**config.mk**
```make
export PLATFORM = sky130hd
export DESIGN_NAME = crc16_frame_feeder_flat
export DESIGN_NICKNAME = d
export VERILOG_FILES = /design/src/rtl/crc16_frame_feeder_if.sv /design/src/rtl/crc16_frame_feeder.sv /design/src/flat_wrapper.sv
export SDC_FILE = /design/constraint.sdc
export NUM_CORES = 1
export LEC_CHECK = 0
export BUFFER_PORTS_ARGS = -buffer_cell sky130_fd_sc_hd__buf_2
export CORE_ASPECT_RATIO = 0.8
export CORE_MARGIN = 4
export CORE_UTILIZATION = 40
export CTS_BUF_LIST = sky130_fd_sc_hd__clkbuf_4
export DETAILED_ROUTE_END_ITERATION = 10
export PLACE_DENSITY = 0.66
export SLEW_MARGIN = 5
export SYNTH_ARGS = -nofsm -noshare
export SYNTH_HDL_FRONTEND = slang
export SYNTH_SLANG_ARGS = --single-unit
```
**constraint.sdc**
```tcl
create_clock -name clk -period 4.28 [get_ports clk]
set_input_delay 0.428 -clock clk [delete_from_list [all_inputs] [get_ports clk]]
set_output_delay 0.428 -clock clk [all_outputs]
set_load 0.02 [all_outputs]
```
**src/rtl/crc16_frame_feeder_if.sv**
```systemverilog
// rtl/crc16_frame_feeder_if.sv - upstream byte stream, CRC engine and frame result signals
interface crc16_frame_feeder_if;
  // upstream byte stream
  logic [7:0]  s_data;
  logic        s_valid;
  logic        s_last;
  logic        s_ready;
  logic        abort;
  // CRC16-MODBUS engine side
  logic        crc_init;
  logic [7:0]  crc_data;
  logic        crc_valid;
  logic        crc_busy;
  logic [15:0] crc_value;
  // frame result
  logic        frame_done;
  logic        frame_ok;
  logic [15:0] frame_crc;
  logic [7:0]  frame_len;

  // feeder view
  modport slave (
    input  s_data, s_valid, s_last, abort, crc_busy, crc_value,
    output s_ready, crc_init, crc_data, crc_valid,
           frame_done, frame_ok, frame_crc, frame_len
  );

  // environment view: byte source, CRC engine and result sink
  modport master (
    output s_data, s_valid, s_last, abort, crc_busy, crc_value,
    input  s_ready, crc_init, crc_data, crc_valid,
           frame_done, frame_ok, frame_crc, frame_len
  );
endinterface

```
**src/rtl/crc16_frame_feeder.sv**
```systemverilog
// rtl/crc16_frame_feeder.sv - feeds buffered frame bytes to a CRC16-MODBUS engine and checks the residue
module crc16_frame_feeder (
  input  logic                 clk,
  input  logic                 rst,
  crc16_frame_feeder_if.slave  bus
);

  typedef enum logic [2:0] {IDLE, INIT, ISSUE, WAIT, DONE} state_t;

  state_t      state_q, state_d;
  logic [8:0]  mem_q [4];
  logic [1:0]  wr_ptr_q, rd_ptr_q;
  logic [2:0]  count_q;
  logic [7:0]  len_q, len_d;
  logic        last_q, last_d;
  logic        wait_first_q;
  logic        frame_done_q, frame_ok_q;
  logic [15:0] frame_crc_q;
  logic [7:0]  frame_len_q;

  logic        fifo_empty, fifo_full;
  logic        push, pop, capture, init_pulse;
  logic [8:0]  head;

  assign fifo_empty = (count_q == 3'd0);
  assign fifo_full  = (count_q == 3'd4);
  assign head       = mem_q[rd_ptr_q];
  // ready depends only on registered occupancy, never on s_valid
  assign push       = bus.s_valid && !fifo_full && !bus.abort;

  // next-state and engine strobes; abort overrides every other decision
  always_comb begin
    state_d    = state_q;
    len_d      = len_q;
    last_d     = last_q;
    pop        = 1'b0;
    capture    = 1'b0;
    case (state_q)
      IDLE: begin
        len_d = 8'd0;
        if (!fifo_empty) state_d = INIT;
      end
      INIT: state_d = ISSUE;
      ISSUE: begin
        if (!fifo_empty && !bus.crc_busy) begin
          pop     = 1'b1;
          len_d   = (len_q == 8'hFF) ? len_q : len_q + 8'd1;
          last_d  = head[8];
          state_d = WAIT;
        end
      end
      WAIT: begin
        // busy is registered in the engine, so it is not yet valid on the first WAIT cycle
        if (!wait_first_q && !bus.crc_busy) begin
          if (last_q) begin
            capture = 1'b1;
            state_d = DONE;
          end else begin
            state_d = ISSUE;
          end
        end
      end
      DONE:    state_d = IDLE;
      default: state_d = IDLE;
    endcase
    if (bus.abort) begin
      state_d = IDLE;
      pop     = 1'b0;
      capture = 1'b0;
    end
    init_pulse = bus.abort || (state_q == INIT);
  end

  // FSM state and per-frame bookkeeping
  always_ff @(posedge clk) begin
    if (rst) begin
      state_q      <= IDLE;
      len_q        <= 8'd0;
      last_q       <= 1'b0;
      wait_first_q <= 1'b0;
    end else begin
      state_q      <= state_d;
      len_q        <= len_d;
      last_q       <= last_d;
      wait_first_q <= pop;
    end
  end

  // FIFO pointers and occupancy; abort empties the buffer
  always_ff @(posedge clk) begin
    if (rst || bus.abort) begin
      wr_ptr_q <= 2'd0;
      rd_ptr_q <= 2'd0;
      count_q  <= 3'd0;
    end else begin
      if (push) wr_ptr_q <= wr_ptr_q + 2'd1;
      if (pop)  rd_ptr_q <= rd_ptr_q + 2'd1;
      count_q <= count_q + {2'b00, push} - {2'b00, pop};
    end
  end

  // FIFO storage of {last, byte}
  always_ff @(posedge clk) begin
    if (push) mem_q[wr_ptr_q] <= {bus.s_last, bus.s_data};
  end

  // frame result registers, held until the next completed frame
  always_ff @(posedge clk) begin
    if (rst) begin
      frame_done_q <= 1'b0;
      frame_ok_q   <= 1'b0;
      frame_crc_q  <= 16'h0000;
      frame_len_q  <= 8'd0;
    end else begin
      frame_done_q <= capture;
      if (capture) begin
        frame_ok_q  <= (bus.crc_value == 16'h0000) && (len_q >= 8'd3);
        frame_crc_q <= bus.crc_value;
        frame_len_q <= len_q;
      end
    end
  end

  assign bus.s_ready    = !fifo_full;
  assign bus.crc_init   = init_pulse;
  assign bus.crc_valid  = pop;
  assign bus.crc_data   = pop ? head[7:0] : 8'h00;
  assign bus.frame_done = frame_done_q;
  assign bus.frame_ok   = frame_ok_q;
  assign bus.frame_crc  = frame_crc_q;
  assign bus.frame_len  = frame_len_q;

endmodule

```
**src/flat_wrapper.sv**
```systemverilog
// flat-port wrapper written by rule: the top's interface ports become plain ports
module crc16_frame_feeder_flat 
  (clk, rst, bus_s_data, bus_s_valid, bus_s_last, bus_abort, bus_crc_busy, bus_crc_value, bus_s_ready, bus_crc_init, bus_crc_data, bus_crc_valid, bus_frame_done, bus_frame_ok, bus_frame_crc, bus_frame_len);
  crc16_frame_feeder_if bus_i ();
  input  logic clk;
  input  logic rst;
  input wire logic [$bits(bus_i.s_data)-1:0] bus_s_data;
  input wire logic [$bits(bus_i.s_valid)-1:0] bus_s_valid;
  input wire logic [$bits(bus_i.s_last)-1:0] bus_s_last;
  input wire logic [$bits(bus_i.abort)-1:0] bus_abort;
  input wire logic [$bits(bus_i.crc_busy)-1:0] bus_crc_busy;
  input wire logic [$bits(bus_i.crc_value)-1:0] bus_crc_value;
  output wire logic [$bits(bus_i.s_ready)-1:0] bus_s_ready;
  output wire logic [$bits(bus_i.crc_init)-1:0] bus_crc_init;
  output wire logic [$bits(bus_i.crc_data)-1:0] bus_crc_data;
  output wire logic [$bits(bus_i.crc_valid)-1:0] bus_crc_valid;
  output wire logic [$bits(bus_i.frame_done)-1:0] bus_frame_done;
  output wire logic [$bits(bus_i.frame_ok)-1:0] bus_frame_ok;
  output wire logic [$bits(bus_i.frame_crc)-1:0] bus_frame_crc;
  output wire logic [$bits(bus_i.frame_len)-1:0] bus_frame_len;
  assign bus_i.s_data = bus_s_data;
  assign bus_i.s_valid = bus_s_valid;
  assign bus_i.s_last = bus_s_last;
  assign bus_i.abort = bus_abort;
  assign bus_i.crc_busy = bus_crc_busy;
  assign bus_i.crc_value = bus_crc_value;
  assign bus_s_ready = bus_i.s_ready;
  assign bus_crc_init = bus_i.crc_init;
  assign bus_crc_data = bus_i.crc_data;
  assign bus_crc_valid = bus_i.crc_valid;
  assign bus_frame_done = bus_i.frame_done;
  assign bus_frame_ok = bus_i.frame_ok;
  assign bus_frame_crc = bus_i.frame_crc;
  assign bus_frame_len = bus_i.frame_len;
  crc16_frame_feeder u_core (.clk(clk), .rst(rst), .bus(bus_i));
endmodule
```
==> impl_results.md, run 1 <==
* Outcome: complete, no violations
* Initial antenna violation count at 0
* Combined area of the multi-input logic cells at 1330 um2
* Simple-gate area share of the yosys netlist at 16.5%
* Hold Path Stages at 1
* Maximum buffer depth of the clock tree at 2
* Count of different cell masters after synthesis at 44
* Final count of hold timing violations at 0
* Die area at 10300 um2
* Number of global-route vias before repair at 2266
* Number of flops mapped to enable cells by yosys at 36
* Total routing resource utilization after global routing at 14.2%
* Post-route ant nets at 0
* Class of the tightest hold or removal check: input port to register
* Prevailing post-synth register cell: dfxtp_1
* Worst-Margin Slew at 0.616 ns
* Most frequent cells in the layout: 66 x buf_2, 48 x dfxtp_1, 38 x nor2_1, 36 x edfxtp_1, 24 x mux2i_1
* Top cell type's share of synthesized area at 30.9%
* Die X at 113 um
* Clock period minus final worst setup slack at 3.01 ns
* Net count, final at 383
* Power per unit of standard cell area at 332 nW/um2
* Type of destination of the critical path: register
* Sequential area share after synthesis at 58.4%
* Fraction of the mapped netlist area in compound gates at 4.48%
* Total core area at 8480 um2
* Clock tree from TritonCTS: yes
* Half-perimeter wire length of the detailed placement result at 4940 um
* Final worst path period share at 70.4%
* Count of clock tree sinks at 84
* Post-Synth XOR/XNOR Area at 1.25%
* Largest net degree at the start of global routing at 35
* Post-CTS Hold Buffers at 0
* Switching part of the total at 22.2%
* Wire length of the first global-routing pass at 11600 um
* Final core utilization at 47.4%
* Initial DRC count at 165
* Combinational fraction of design power at 3.8%
* Number of cells on the worst reg-to-reg path at 11
* Most area-consuming cells after synthesis: edfxtp_1 31%, dfxtp_1 27%, mux2i_1 6.9%
* Initial Util at 41.2%
* Sequential share of power at 63.4%
* Worst Clk Skew at 0.0107 ns
* Class of the most critical setup path: register to register
* Dominant combinational cell family by area after synthesis: simple AND/OR/NAND/NOR gates
* Max-cap check violation count at 0
* Number of buffers created by CTS at 9
* Mux contribution to synthesized area at 12.7%
* Number of instances in the synthesized netlist at 285
* Post-Route Hold Slack at 0.216 ns
* Final max-slew violation count at 0
* Total setup buffers inserted after CTS at 0
* FF+latch count, synth at 84
* Portion of total power attributed to the clock network at 32.8%
* Chip height at 91.6 um
* Final non-filler cell area at 4020 um2
* Count of filler cells inserted in the layout at 791
* Cell taking the most area after synthesis: edfxtp_1
* 1st-pass router iterations at 4
* Max Fanout on Critical Path at 15
* Sequential cell area at 2040 um2
* Leakage dissipation at 1.47 nW
* Synthesized area per cell at 12.3 um2
* # setup viols final at 0
* Clock slew seen by the registers of the worst setup and hold paths at 0.13 ns
* Via-per-instance ratio at 5.09
* Leftover overflow at the end of global routing at 0
* Area of the mapped netlist at 3490 um2
* Cell area after placement at 3880 um2
* Final GP Congestion at 0.820
* Most common cell after layout, fill and taps aside: buf_2
* Peak supply drop at 0.121 mV
* Worst endpoint required time at 4.60 ns
* Via count at 2351
* Unrepaired setup endpoints after global routing: false
* Worst setup SP type: register
* Post-Route Setup TNS at 0 ns
* I/O pin total at 67
* Syn_nets at 323
* Fmax achieved at 332 MHz
* Share of async-settable or async-resettable flops after synthesis at 0%
* Net switching power at 295 uW
* Internal power at 1.04 mW
* Row count at 30
* Post-Synth Adder-Cell Area at 3.08%
* Critical path arrival at 3.33 ns
* Ant diodes at 0
* Proportion of layout cells with a drive suffix above 1 at 28.3%
* # port buffers at 66
* Setup WS pre-CTS at 1.30 ns
* PnR worst setup slack at 1.27 ns
* Drc violations at 0
* Max-Slew Margin vs Limit at 58.8%
* Resize count post-CTS at 0
* Level count of the clock H-tree at 3
* CTS Root Buffer Type: clkbuf_4
* Number of warnings issued by yosys at 0
* Post-DR wirelength/cell at 15.1 um
* Layout-stage area growth over the synthesis result at 15.0%
* Total Wirelength at 6990 um
* Worst skew pair latency at 0.42 ns
worst paths after layout:
check	to	startpoint	slack, ns
hold / removal	u_core.mem_q[1][2]$_DFFE_PP_	bus_s_data[2]	0.22
setup reg to reg	u_core.count_q[2]$_SDFF_PP0_	u_core.state_q[1]$_SDFFE_PP0P_	1.27
hold reg to reg	u_core.bus.frame_ok$_SDFFE_PP0P_	u_core.bus.frame_ok$_SDFFE_PP0P_	0.48
setup / recovery	u_core.count_q[2]$_SDFF_PP0_	u_core.state_q[1]$_SDFFE_PP0P_	1.27
metrics by stage:
step                power (mW)  std cells
global placement         0.912        446
floorplan                0.887        285
finish                    1.33        462
detailed placement       0.914        446
global route              1.40        462
CTS                       1.35        462
critical path, cell delays in order (launching register included):
cell      delay [ns]
dfxtp_1         0.64
nor4b_4         0.41
nand3b_1        0.43
inv_1           0.20
ha_1            0.25
inv_1           0.06
ha_1            0.12
inv_1           0.05
fa_1            0.38
xor2_1          0.19
xnor2_1         0.14
nor2_1          0.05
sequential cells by signal, summed over array words and instances (netlist names), named ones only:
name                   count
u_core.bus.frame_crc      16
u_core.bus.frame_done      1
u_core.bus.frame_len       8
u_core.bus.frame_ok        1
u_core.count_q             3
u_core.last_q              1
u_core.len_q               8
u_core.mem_q              36
u_core.rd_ptr_q            2
u_core.state_q             3
u_core.wait_first_q        1
u_core.wr_ptr_q            2
final cells by class:
| class | instances | area share (%) |
|---|---|---|
| clock inverter | 7 | 1.68 |
| multi-input combinational | 175 | 33.2 |
| tap | 112 | 3.49 |
| clock buffer | 9 | 1.68 |
| timing repair buffer | 67 | 8.41 |
| inverter | 8 | 0.747 |
| sequential | 84 | 50.8 |
Yosys cell counts (2+ instances only):
library cell	n
nor2_1	38
nor3_1	8
o221ai_1	2
nand3_1	11
xor2_1	3
mux2i_1	24
nor4b_1	2
o21ai_0	4
a31oi_1	2
ha_1	7
xnor2_1	2
nand4b_1	2
nor2b_1	9
and2_1	4
clkbuf_1	10
dfxtp_1	48
a21oi_1	7
inv_1	8
edfxtp_1	36
buf_6	3
or2_2	2
mux4_2	9
nor4_1	6
nand2_1	7
buf_2	4
or3_1	3
o211ai_1	4
and4_1	4
power by group through the flow:
stage | combinational (mW) | sequential [mW] | clock (mW)
2_1_floorplan | 0.0256 | 0.862 | 0
5_1_grt | 0.0573 | 0.846 | 0.494
3_3_place_gp | 0.0495 | 0.862 | 0
6_report | 0.0509 | 0.845 | 0.437
3_5_place_dp | 0.0513 | 0.863 | 0
4_1_cts | 0.0516 | 0.845 | 0.458
metal layers:
| metal | wire length [um] | up-vias | track usage [%] |
|---|---|---|---|
| met5 | 0 | - | 0 |
| met4 | 102 | 0 | 6.51 |
| met3 | 380 | 8 | 3.06 |
| met2 | 3180 | 63 | 21.3 |
| met1 | 3320 | 1122 | 19.7 |
| li1 | - | 1158 | - |
cells by family (layout without fill, tap and decap cells):
logic type	count (synthesis)	in the layout
mux	33	33
simple gates	106	106
fa+ha+maj	8	8
buf+inv	26	91
xor+xnor	5	5
flops	84	84
compound gates	23	23
(Power assumes the default switching activity.)
==> run 2: changes to the inputs <==
--- a/config.mk
+++ b/config.mk
@@ -11,7 +11,7 @@
 export CORE_UTILIZATION = 40
 export CTS_BUF_LIST = sky130_fd_sc_hd__clkbuf_4
 export DETAILED_ROUTE_END_ITERATION = 10
-export PLACE_DENSITY = 0.66
+export PLACE_DENSITY = 0.68
 export SLEW_MARGIN = 5
 export SYNTH_ARGS = -nofsm -noshare
 export SYNTH_HDL_FRONTEND = slang
==> constraint.sdc (replaced) <==
create_clock -name clk -period 2.7 [get_ports clk]
set_input_delay 0.27 -clock clk [delete_from_list [all_inputs] [get_ports clk]]
set_output_delay 0.27 -clock clk [all_outputs]
set_load 0.02 [all_outputs]
==> run 2 against run 1 <==
  * Combinational power rose by 57%
  * Via count fell by 1.1%
  * Largest cell class unchanged
  * Largest power group unchanged
  * Fmax rose by 27%
  * Cell count rose by 0.43%
  * Non-clock buffer count rose by 2
==> impl_results.md, run 2 (synthesis results as in run 1) <==
* I/O pin total at 67 (unchanged)
* Ant diodes at 0 (unchanged)
* Proportion of layout cells with a drive suffix above 1 at 29.0% (was 28.3%)
* # port buffers at 66 (unchanged)
* Total core area at 8480 um2 (unchanged)
* Initial Util at 41.2% (unchanged)
* Peak supply drop at 0.231 mV (was 0.121 mV)
* Via-per-instance ratio at 5.01 (was 5.09)
* Class of the most critical setup path: register to register (unchanged)
* Final max-slew violation count at 0 (unchanged)
* Die area at 10300 um2 (unchanged)
* Maximum buffer depth of the clock tree at 2 (unchanged)
* Final worst path period share at 87.5% (was 70.4%)
* Worst setup SP type: register (unchanged)
* Number of global-route vias before repair at 2268 (was 2266)
* Type of destination of the critical path: register (unchanged)
* Number of flip-flops in the largest register at 36 (unchanged)
* Most frequent cells in the layout: 66 x buf_2, 48 x dfxtp_1, 38 x nor2_1, 36 x edfxtp_1, 24 x mux2i_1 (unchanged)
* Worst Clk Skew at 0.0153 ns (was 0.0107 ns)
* Clock slew seen by the registers of the worst setup and hold paths at 0.14 ns (was 0.13 ns)
* CTS Root Buffer Type: clkbuf_4 (unchanged)
* Cell area after placement at 3900 um2 (was 3880 um2)
* Slack of the worst reg-to-reg path at 0.34 ns (was 1.27 ns)
* Worst skew pair latency at 0.44 ns (was 0.42 ns)
* Via count at 2326 (was 2351)
* Clock period minus final worst setup slack at 2.36 ns (was 3.01 ns)
* Count of filler cells inserted in the layout at 785 (was 791)
* # setup viols final at 0 (unchanged)
* Wire length of the first global-routing pass at 11500 um (was 11600 um)
* Outcome: complete, no violations (unchanged)
* Worst Hold Launch: bus_s_data[1] (was bus_s_data[2])
* Unrepaired setup endpoints after global routing: false (unchanged)
* Die X at 113 um (unchanged)
* Leakage dissipation at 1.49 nW (was 1.47 nW)
* Chip height at 91.6 um (unchanged)
* Resize count post-CTS at 0 (unchanged)
* Post-Route Setup TNS at 0 ns (unchanged)
* Final GP Congestion at 0.781 (was 0.820)
* Sum of internal, switching and leakage power at 2.25 mW (was 1.33 mW)
* Half-perimeter wire length of the detailed placement result at 4760 um (was 4940 um)
* Drc violations at 0 (unchanged)
* Worst-Margin Slew at 0.642 ns (was 0.616 ns)
* Largest net degree at the start of global routing at 35 (unchanged)
* Most common cell after layout, fill and taps aside: buf_2 (unchanged)
* Row count at 30 (unchanged)
* Post-route ant nets at 0 (unchanged)
* Max-Slew Margin vs Limit at 57.1% (was 58.8%)
* Total routing resource utilization after global routing at 13.9% (was 14.2%)
* Layout-stage area growth over the synthesis result at 16.3% (was 15.0%)
* Power per unit of standard cell area at 552 nW/um2 (was 332 nW/um2)
* Total setup buffers inserted after CTS at 0 (unchanged)
* Final count of hold timing violations at 0 (unchanged)
* Net count, final at 385 (was 383)
* Post-DR wirelength/cell at 14.7 um (was 15.1 um)
* Number of buffers created by CTS at 9 (unchanged)
* Launch point of the worst reg-to-reg path: u_core.state_q[2]$_SDFFE_PP0P_ (was u_core.state_q[1]$_SDFFE_PP0P_)
* Worst setup path startpoint: u_core.state_q[2]$_SDFFE_PP0P_ (was u_core.state_q[1]$_SDFFE_PP0P_)
* Class of the tightest hold or removal check: input port to register (unchanged)
* Post-CTS Hold Buffers at 0 (unchanged)
* Final non-filler cell area at 4070 um2 (was 4020 um2)
* Total Wirelength at 6820 um (was 6990 um)
* Max-cap check violation count at 0 (unchanged)
* Max Fanout on Critical Path at 9 (was 15)
* Critical path arrival at 2.69 ns (was 3.33 ns)
* Leftover overflow at the end of global routing at 0 (unchanged)
* Largest reg by FF count: u_core.mem_q (unchanged)
* Count of clock tree sinks at 84 (unchanged)
* Initial DRC count at 147 (was 165)
* Worst endpoint required time at 3.03 ns (was 4.60 ns)
* Level count of the clock H-tree at 3 (unchanged)
* Fmax achieved at 423 MHz (was 332 MHz)
* 1st-pass router iterations at 4 (unchanged)
* Initial antenna violation count at 0 (unchanged)
* Clock tree from TritonCTS: yes (unchanged)
## run 2: cell types whose count changed in the layout (fill, tap and decap cells not counted), sizes merged
cell and change:
buf +2, bufinv +1, inv +1, clkinv -3, clkinvlp +1
## run 2: worst paths after layout
kind | endpoint | cells past startpoint
setup / recovery | u_core.count_q[2]$_SDFF_PP0_ | 11
setup reg to reg | u_core.count_q[2]$_SDFF_PP0_ | 11
hold reg to reg | u_core.bus.frame_ok$_SDFFE_PP0P_ | 2
hold / removal | u_core.mem_q[1][1]$_DFFE_PP_ | 1
## run 2: metrics by stage
stage	setup WS, ns	hold slack [ns]	std cells	util [%]
after global routing	0.136	0.0193	464	47.9
after global placement	0.427	0.453	448	45.9
after detailed placement	0.351	0.463	448	45.9
final	0.336	0.0364	464	47.9
after CTS	0.290	0.0229	464	47.9
after floorplan	0.124	0.369	285	-
## run 2: layout make-up
cell class,instances,area (um2),share of cell area [%]
Multi-Input combinational cell,175,1330,32.8
Clock buffer,9,67.6,1.66
Sequential cell,84,2040,50.2
Timing Repair Buffer,69,353,8.68
Inverter,8,30.0,0.739
Tap cell,112,140,3.45
Clock inverter,7,100,2.46
## run 2: power by group
group | switching, mW | total, mW | internal (mW)
Sequential | 0.00432 | 1.34 | 1.33
Clock | 0.448 | 0.827 | 0.379
Combinational | 0.0468 | 0.0799 | 0.0331
Total | 0.499 | 2.25 | 1.75
## run 2: critical path, stage by stage (launching register included)
cell and delay [ns]:
dfxtp_1 0.43, nor4b_4 0.41, nand3b_1 0.14, inv_1 0.09
ha_1 0.22, inv_1 0.05, ha_1 0.12, inv_1 0.05
fa_1 0.37, xor2_1 0.19, xnor2_1 0.14, nor2_1 0.05
## run 2: per-layer routing
layer	global-route usage [%]	wire length [um]
met1	19.3	3220
met2	20.3	3040
met3	4.93	451
met4	4.20	102
met5	0	0
==> run 3: changes to the inputs <==
--- a/config.mk
+++ b/config.mk
@@ -5,7 +5,7 @@
 export SDC_FILE = /design/constraint.sdc
 export NUM_CORES = 1
 export LEC_CHECK = 0
-export BUFFER_PORTS_ARGS = -buffer_cell sky130_fd_sc_hd__buf_2
+export BUFFER_PORTS_ARGS = -buffer_cell sky130_fd_sc_hd__clkbuf_2
 export CORE_ASPECT_RATIO = 0.8
 export CORE_MARGIN = 4
 export CORE_UTILIZATION = 40
==> run 3 against run 2 <==
  * Utilization about the same
  * Wire length down 1.1%
  * Cell area about the same
  * Via count up 0.17%
  * Sequential cell count unchanged
  * First-iteration DRC count up 6.1%
  * Global-route usage down 0.34 points
  * Worst setup slack worse by 0.026 ns
  * Fmax down 1.1%
  * Combinational power up 2%
==> impl_results.md, run 3 (synthesis results as in run 1) <==
* Outcome: complete, no violations (unchanged)
* Slack of the worst reg-to-reg path at 0.31 ns (was 0.34 ns)
* Total Wirelength at 6740 um (was 6820 um)
* Resize count post-CTS at 0 (unchanged)
* Final non-filler cell area at 4070 um2 (about the same)
* Max Fanout on Critical Path at 9 (unchanged)
* Worst skew pair latency at 0.42 ns (was 0.44 ns)
* Capturing instance or port of the critical path: u_core.count_q[2]$_SDFF_PP0_ (unchanged)
* Most frequent cells in the layout: 66 x clkbuf_2, 48 x dfxtp_1, 38 x nor2_1, 36 x edfxtp_1, 24 x mux2i_1 (was 66 x buf_2, 48 x dfxtp_1, 38 x nor2_1, 36 x edfxtp_1, 24 x mux2i_1)
* Initial DRC count at 156 (was 147)
* Via-per-instance ratio at 5.01 (about the same)
* Class of the most critical setup path: register to register (unchanged)
* Cell total after placement at 449 (was 448)
* Cell area after placement at 3910 um2 (was 3900 um2)
* Most common cell after layout, fill and taps aside: clkbuf_2 (was buf_2)
* Worst reg2reg path endpoint: u_core.count_q[2]$_SDFF_PP0_ (unchanged)
* # port buffers at 66 (unchanged)
* Total routing resource utilization after global routing at 13.5% (was 13.9%)
* Number of buffers created by CTS at 9 (unchanged)
* # setup viols final at 0 (unchanged)
* Worst Clk Skew at 0.0192 ns (was 0.0153 ns)
* Sequential cell area at 2040 um2 (unchanged)
* Number of flip-flops in the largest register at 36 (unchanged)
* Post-route ant nets at 0 (unchanged)
* Peak supply drop at 0.187 mV (was 0.231 mV)
* Worst endpoint required time at 3.00 ns (was 3.03 ns)
* Clock slew seen by the registers of the worst setup and hold paths at 0.13 ns (was 0.14 ns)
* Power per unit of standard cell area at 550 nW/um2 (was 552 nW/um2)
* Post-DR wirelength/cell at 14.5 um (was 14.7 um)
* I/O pin total at 67 (unchanged)
* Worst Hold Launch: bus_s_data[0] (was bus_s_data[1])
* Number of cells on the worst reg-to-reg path at 11 (unchanged)
* Type of destination of the critical path: register (unchanged)
* Class of the tightest hold or removal check: input port to register (unchanged)
* Layout-stage area growth over the synthesis result at 16.4% (was 16.3%)
* Final count of hold timing violations at 0 (unchanged)
* Setup WS pre-CTS at 0.332 ns (was 0.351 ns)
* Max-Slew Margin vs Limit at 59.6% (was 57.1%)
* Count of filler cells inserted in the layout at 776 (was 785)
* Final GP Congestion at 0.773 (was 0.781)
* Count of clock tree sinks at 84 (unchanged)
* Net count, final at 386 (was 385)
* Via count at 2330 (was 2326)
* Largest net degree at the start of global routing at 27 (was 35)
* Leftover overflow at the end of global routing at 0 (unchanged)
* Initial Util at 41.2% (unchanged)
* Die X at 113 um (unchanged)
* 1st-pass router iterations at 4 (unchanged)
* Ant diodes at 0 (unchanged)
* Worst setup path startpoint: u_core.state_q[2]$_SDFFE_PP0P_ (unchanged)
* Combined area of the multi-input logic cells at 1330 um2 (unchanged)
* PnR worst setup slack at 0.310 ns (was 0.336 ns)
* Total core area at 8480 um2 (unchanged)
* Leakage dissipation at 1.47 nW (was 1.49 nW)
* Largest stage delay, worst path at 0.43 ns (about the same)
* Proportion of layout cells with a drive suffix above 1 at 29.2% (was 29.0%)
* Chip height at 91.6 um (unchanged)
* Post-Route Hold Slack at 0.0614 ns (was 0.0364 ns)
* Clock tree from TritonCTS: yes (unchanged)
* Fmax achieved at 418 MHz (was 423 MHz)
* Post-Route Setup TNS at 0 ns (unchanged)
* Half-perimeter wire length of the detailed placement result at 4740 um (was 4760 um)
* Maximum buffer depth of the clock tree at 2 (unchanged)
* Max-cap check violation count at 0 (unchanged)
* Sum of internal, switching and leakage power at 2.24 mW (was 2.25 mW)
* Post-layout instance count excluding filler cells at 465 (was 464)
* Worst setup SP type: register (unchanged)
* Final worst path period share at 88.5% (was 87.5%)
* Largest reg by FF count: u_core.mem_q (unchanged)
* Die area at 10300 um2 (unchanged)
* Wire length of the first global-routing pass at 11100 um (was 11500 um)
* CTS Root Buffer Type: clkbuf_4 (unchanged)
* Drc violations at 0 (unchanged)
* Cell mode on critical path: inv_1 (unchanged)
* Number of global-route vias before repair at 2245 (was 2268)
* Unrepaired setup endpoints after global routing: false (unchanged)
* Initial antenna violation count at 0 (unchanged)
* Worst-Margin Slew at 0.605 ns (was 0.642 ns)
* Clock period minus final worst setup slack at 2.39 ns (was 2.36 ns)
* Post-CTS Hold Buffers at 0 (unchanged)
* Cell type of the slowest stage on the worst timing path: dfxtp_1 (unchanged)
* Final core utilization at 48.0% (was 47.9%)
* Level count of the clock H-tree at 3 (unchanged)
* Final max-slew violation count at 0 (unchanged)
* Critical path arrival at 2.69 ns (about the same)
* Critical Path, Cell by Cell: nor4b_4 > nand3b_1 > inv_1 > ha_1 > inv_1 > ha_1 > inv_1 > fa_1 > xor2_1 > xnor2_1 > nor2_1 (unchanged)
* Total setup buffers inserted after CTS at 0 (unchanged)
* Row count at 30 (unchanged)
* Launch point of the worst reg-to-reg path: u_core.state_q[2]$_SDFFE_PP0P_ (unchanged)
run 3: cell count changes in the layout (fill, tap and decap cells not counted), sizes merged:
cell	previous run	this run
clkbuf	9	78
buf	69	4
inv	9	8
clkinvlp	3	1
run 3: routing by layer:
metal,share of wire (%),track usage [%]
met5,0,0
met4,1.5,5.11
met3,6.5,4.13
met2,44,20.5
met1,48,18.3
run 3: critical path, delay by kind of cell (launching register included):
family        cells  cell delay, ns
flops             1            0.43
simple gates      3            0.61
xor+xnor          2            0.33
buf+inv           3            0.20
fa+ha+maj         3            0.72
run 3: report_power, final:
group / internal (mW) / total (mW) / switching, mW
clock: 0.407 / 0.817 / 0.410
combinational: 0.0340 / 0.0814 / 0.0474
sequential: 1.33 / 1.34 / 0.00413
run 3: cell type report:
type                       count  area share, %
clock inverter                 4           1.81
clock buffer                  12           2.21
tap                          112           3.44
sequential                    84           50.2
timing repair buffer          70           8.86
inverter                       8          0.738
multi-input combinational    175           32.7
run 3: worst min path at each step:
stage                                             to  cells past startpoint
floorplan               u_core.mem_q[0][0]$_DFFE_PP_                      0
global placement    u_core.bus.frame_ok$_SDFFE_PP0P_                      2
detailed placement  u_core.bus.frame_ok$_SDFFE_PP0P_                      2
CTS                     u_core.mem_q[1][0]$_DFFE_PP_                      1
global route            u_core.mem_q[0][0]$_DFFE_PP_                      1
finish                  u_core.mem_q[2][0]$_DFFE_PP_                      1
